## config.mk

```make
export PLATFORM = sky130hd
export DESIGN_NAME = mfu_serial_ctrl
export DESIGN_NICKNAME = d
export VERILOG_FILES = /design/src/rtl/mfu_serial_ctrl.sv
export SDC_FILE = /design/constraint.sdc
export NUM_CORES = 1
export LEC_CHECK = 0
export CAP_MARGIN = 10
export CORE_UTILIZATION = 40
export DETAILED_ROUTE_END_ITERATION = 7
export HOLD_SLACK_MARGIN = 0.06
export PLACE_DENSITY = 0.75
export SETUP_SLACK_MARGIN = 0.05
export SLEW_MARGIN = 10
export SYNTH_ARGS = -nofsm -noshare
export SYNTH_HDL_FRONTEND = slang
export SYNTH_SLANG_ARGS = --single-unit
```

## constraint.sdc

```tcl
create_clock -name clk -period 2.4 [get_ports clk]
set_input_delay 0.6 -clock clk [delete_from_list [all_inputs] [get_ports clk]]
set_output_delay 0.6 -clock clk [all_outputs]
set_load 0.01 [all_outputs]
```

## src/rtl/mfu_serial_ctrl.sv

```systemverilog
`default_nettype none
// ============================================================================
//  Module   : mfu_serial_ctrl (with its 1-bit helper mfu)
//  Purpose  : Bit-serial sequencer that pushes WIDTH-bit operand words one bit
//             per cycle, LSB first, through a single 1-bit multi-function unit
//             and returns the assembled word over a valid/ready handshake.
//  Revision : 1.0  initial release
// ============================================================================

// 1-bit multi-function logic unit shared by the sequencer.
module mfu (
    input  logic       a_i,
    input  logic       b_i,
    input  logic [2:0] sel_i,
    output logic       y_o
);
    // Function select: the reserved code 3'b111 yields 0.
    always_comb begin
        y_o = 1'b0;
        case (sel_i)
            3'b000:  y_o = a_i & b_i;
            3'b001:  y_o = a_i | b_i;
            3'b010:  y_o = ~a_i;
            3'b011:  y_o = ~(a_i & b_i);
            3'b100:  y_o = ~(a_i | b_i);
            3'b101:  y_o = a_i ^ b_i;
            3'b110:  y_o = ~(a_i ^ b_i);
            default: y_o = 1'b0;
        endcase
    end
endmodule

module mfu_serial_ctrl #(
    parameter int WIDTH = 8
) (
    input  logic             clk,
    input  logic             rst,
    input  logic             in_valid,
    output logic             in_ready,
    input  logic [WIDTH-1:0] op_a,
    input  logic [WIDTH-1:0] op_b,
    input  logic [2:0]       op_sel,
    output logic             out_valid,
    input  logic             out_ready,
    output logic [WIDTH-1:0] result,
    output logic             busy
);
    localparam int                CNT_W = $clog2(WIDTH);
    localparam logic [CNT_W-1:0]  C_LAST = CNT_W'(WIDTH - 1);

    typedef enum logic [1:0] {
        S_IDLE = 2'd0,
        S_RUN  = 2'd1,
        S_DONE = 2'd2
    } state_t;

    state_t           state_q, state_d;
    logic [WIDTH-1:0] a_q, a_d;
    logic [WIDTH-1:0] b_q, b_d;
    logic [2:0]       sel_q, sel_d;
    logic [CNT_W-1:0] cnt_q, cnt_d;
    logic [WIDTH-1:0] sh_q, sh_d;
    logic [WIDTH-1:0] result_q, result_d;

    logic             mfu_y;
    logic [WIDTH-1:0] sh_next;

    // The single shared bit-level unit, fed from the latched operands.
    mfu u_mfu (
        .a_i   (a_q[cnt_q]),
        .b_i   (b_q[cnt_q]),
        .sel_i (sel_q),
        .y_o   (mfu_y)
    );

    // New bits enter at the MSB so the first (LSB) result bit lands at bit 0
    // after WIDTH shifts.
    assign sh_next = {mfu_y, sh_q[WIDTH-1:1]};

    // State and datapath registers with synchronous reset.
    always_ff @(posedge clk) begin
        if (rst) begin
            state_q  <= S_IDLE;
            a_q      <= '0;
            b_q      <= '0;
            sel_q    <= '0;
            cnt_q    <= '0;
            sh_q     <= '0;
            result_q <= '0;
        end else begin
            state_q  <= state_d;
            a_q      <= a_d;
            b_q      <= b_d;
            sel_q    <= sel_d;
            cnt_q    <= cnt_d;
            sh_q     <= sh_d;
            result_q <= result_d;
        end
    end

    // Next-state and datapath update; operands are captured only at acceptance.
    always_comb begin
        state_d  = state_q;
        a_d      = a_q;
        b_d      = b_q;
        sel_d    = sel_q;
        cnt_d    = cnt_q;
        sh_d     = sh_q;
        result_d = result_q;
        case (state_q)
            S_IDLE: begin
                if (in_valid) begin
                    a_d     = op_a;
                    b_d     = op_b;
                    sel_d   = op_sel;
                    cnt_d   = '0;
                    sh_d    = '0;
                    state_d = S_RUN;
                end
            end
            S_RUN: begin
                sh_d = sh_next;
                if (cnt_q == C_LAST) begin
                    // Publish only the complete word; counter holds, no wrap.
                    result_d = sh_next;
                    state_d  = S_DONE;
                end else begin
                    cnt_d = cnt_q + 1'b1;
                end
            end
            S_DONE: begin
                if (out_ready) begin
                    state_d = S_IDLE;
                end
            end
            default: state_d = S_IDLE;
        endcase
    end

    // Status outputs decode state only; in_ready is masked while in reset.
    assign in_ready  = (state_q == S_IDLE) && !rst;
    assign out_valid = (state_q == S_DONE);
    assign busy      = (state_q == S_RUN) || (state_q == S_DONE);
    assign result    = result_q;

endmodule
`default_nettype wire
```

==> out/results.ini <==
[run_status]
status = completed

[synth]
yosys-top-cells-area = dfxtp_1 45%, nand2_1 12%, a21oi_1 8.4%
syn_area_sq_mm = 0.001738
synth_edf_count = 0
synth_ff_type = dfxtp_1
syn_area_per_cell_sq_um = 8.561
yosysSeqAreaShare_pct = 44.92
async_flop_share_pct = 0
syn-num-nets = 233
postSynthRegisterBits = 39
synth_area_leader_cell = dfxtp_1
yosysUniqueCellTypes = 29
netlist_instances = 203
synth_common_cells = 57 x nand2_1, 39 x dfxtp_1, 29 x a21oi_1
synth.most_common_cell = nand2_1
yosys_warnings = 0
synth_top_area_share_pct = 44.92

[sta]
min_period_over_period_pct = 90.81
skew_ps = 3.413
finalSetupViolCount = 0
layout_setup_ws_ps = 220.5
tightestPinTransition_ps = 597.8
grt_setup_unrepaired = false
fin_crit_ps = 2179
tns_ps = 0
worst_slew_margin_rel_pct = 60.05
slew_violations = 0
whs_ps = 453.1
fmax_mhz = 458.8
hold_viol = 0

[final_layout]
n_antenna_cell = 0
area_growth_pct = 27.36
final_nets = 266
final_cells = 286
final_area_sq_mm = 0.002213
drive_gt1_share_pct = 10.17
final_util_pct = 54.16

[worst_setup_path]
setup.worst_path.class = register to register
r2r_setup_slack_ps = 220
reg2reg_depth = 8
critical_path_required_ps = 2620
startpoint_type = register
crit_arrival_ps = 2400
crit_start = cnt_q[0]
path_max_fanout = 5
regToRegEndpoint = sh_q[7]
cp-end-kind = register
crit_path_end = sh_q[7]
reg2reg_from = cnt_q[0]

[placement]
gp_congestion = 0.7279
dp_hpwl_mm = 2.245
place_area_sq_mm = 0.002115
port_buffers = 33
place_inst = 279
dp_slack_ps = 26.34

[cts]
htreeDepth = 2
cts_made_buffers = 5
holdBufCountCts = 0
clk_latency_ps = 290
clk_pin_slew_worst_paths_ps = 70
cts.path.max_buffers = 2
cts_tree = yes
root_buffer = clkbuf_8
cts_sinks = 39
postCtsSetupRepairBufs = 0

[die]
std_cell_rows = 23
ios = 34
die_w_um = 67.92
start_util_pct = 42.53
core_region_area_sq_mm = 0.004086
die_h_um = 67.92
die_area_sq_mm = 0.004612

[global_routing]
track_usage_pct = 15.68
grt_max_degree = 38
overflow = 0
grt_pass1_vias = 1226
grt_pass1_wl_mm = 5.361
antenna_found_initial = 0

[hold_path]
min_path_type = register to register
hold_depth = 2

[power]
power_leakage_nw = 0.8221
intPower_mw = 1.027
clkPwrFrac_pct = 31.8
total_power_mw = 1.391
p_seq_share_pct = 50.5
switching_share_pct = 26.14
combPwrFrac_pct = 17.7
ir_drop_mv = 0.2673
power-per-cell-area_mw_per_mm2 = 628.5
switching_power_mw = 0.3637

[job]
max_cap_violations = 0

[drt]
routedWlPerCell_um = 11.35
firstDrtPassIters = 4
viasPerCell = 5.063
ant_nets = 0
drtIter0Drc = 55
route.detailed.drc = 0
vias = 1448
wirelength_mm = 3.246

cell type report:
type | instances | area (sq um)
clock buffers | 6 | 82.58
fillers | 392 | 1873
flip-flops and latches | 39 | 784.5
inverters | 5 | 18.77
clock inverters | 1 | 5.005
well taps | 50 | 62.56
multi-input cells | 147 | 893.4
repair buffers | 38 | 366.6
state kept, by name, indices dropped and copies added (netlist names):
| register | count |
|---|---|
| sel_q | 3 |
| b_q | 8 |
| sh_q | 7 |
| state_q | 2 |
| result | 8 |
| a_q | 8 |
| cnt_q | 3 |
cell families (layout without fill, tap and decap cells):
| group | count (synthesis) | in the layout | share of synthesized area, % |
|---|---|---|---|
| adders and majority gates | 7 | 7 | 5.039 |
| and+or+nand+nor | 88 | 88 | 21.96 |
| muxes | 8 | 8 | 8.208 |
| buffers and inverters | 17 | 50 | 4.176 |
| DFF | 39 | 39 | 44.92 |
| AOI/OAI and AO/OA | 44 | 44 | 15.69 |
placed cells by master, fill, tap and decap left out, types with 2 or more instances in the layout:
cell type         n
ha_1              7
clkdlybuf4s50_1  32
buf_4             5
clkbuf_8          6
nand2_1          57
mux4_2            4
dfxtp_1          38
nor2b_1           6
nor3_1            3
nor2_1           12
and2_1            3
a22oi_1           7
a21oi_1          29
inv_1             5
nand2b_1          2
mux2i_1           2
how the worst min path moves through the flow:
stage          startpoint   endpoint  slack, ps
6_report           a_q[1]     a_q[1]        450
5_1_grt            a_q[1]     a_q[1]        470
4_1_cts            a_q[1]     a_q[1]        460
3_5_place_dp       a_q[1]     a_q[1]        450
3_3_place_gp       b_q[7]     b_q[7]        440
2_1_floorplan     sh_q[1]  result[0]        430
layer usage:
layer	wire (um)	track usage [%]	vias to the layer above
met3	169	5.000	3
met1	1607	20.58	661
met5	0	0	-
met4	34	7.031	0
li1	-	-	750
met2	1434	23.39	34
power by group through the flow:
stage | clock (mW) | combinational [mW] | sequential [mW]
2_1_floorplan | 0 | 0.169 | 0.708
3_3_place_gp | 0 | 0.242 | 0.716
3_5_place_dp | 0 | 0.245 | 0.717
4_1_cts | 0.452 | 0.245 | 0.702
5_1_grt | 0.481 | 0.274 | 0.707
6_report | 0.443 | 0.246 | 0.703
worst max-delay path: stages (launching register included):
cell and delay [ps]:
dfxtp_4 400, mux4_2 530, mux2i_4 200, inv_1 70
ha_1 210, and2_1 160, o32ai_2 260, a32oi_1 140
a21oi_1 140
what timing repair did:
action	4_1_cts	5_1_grt
pin swaps	0	0
endpoints found under the setup margin	1	2
hold endpoints to repair	0	0
gates resized for setup	1	4
No activity file was read; power rests on OpenSTA's default activity.
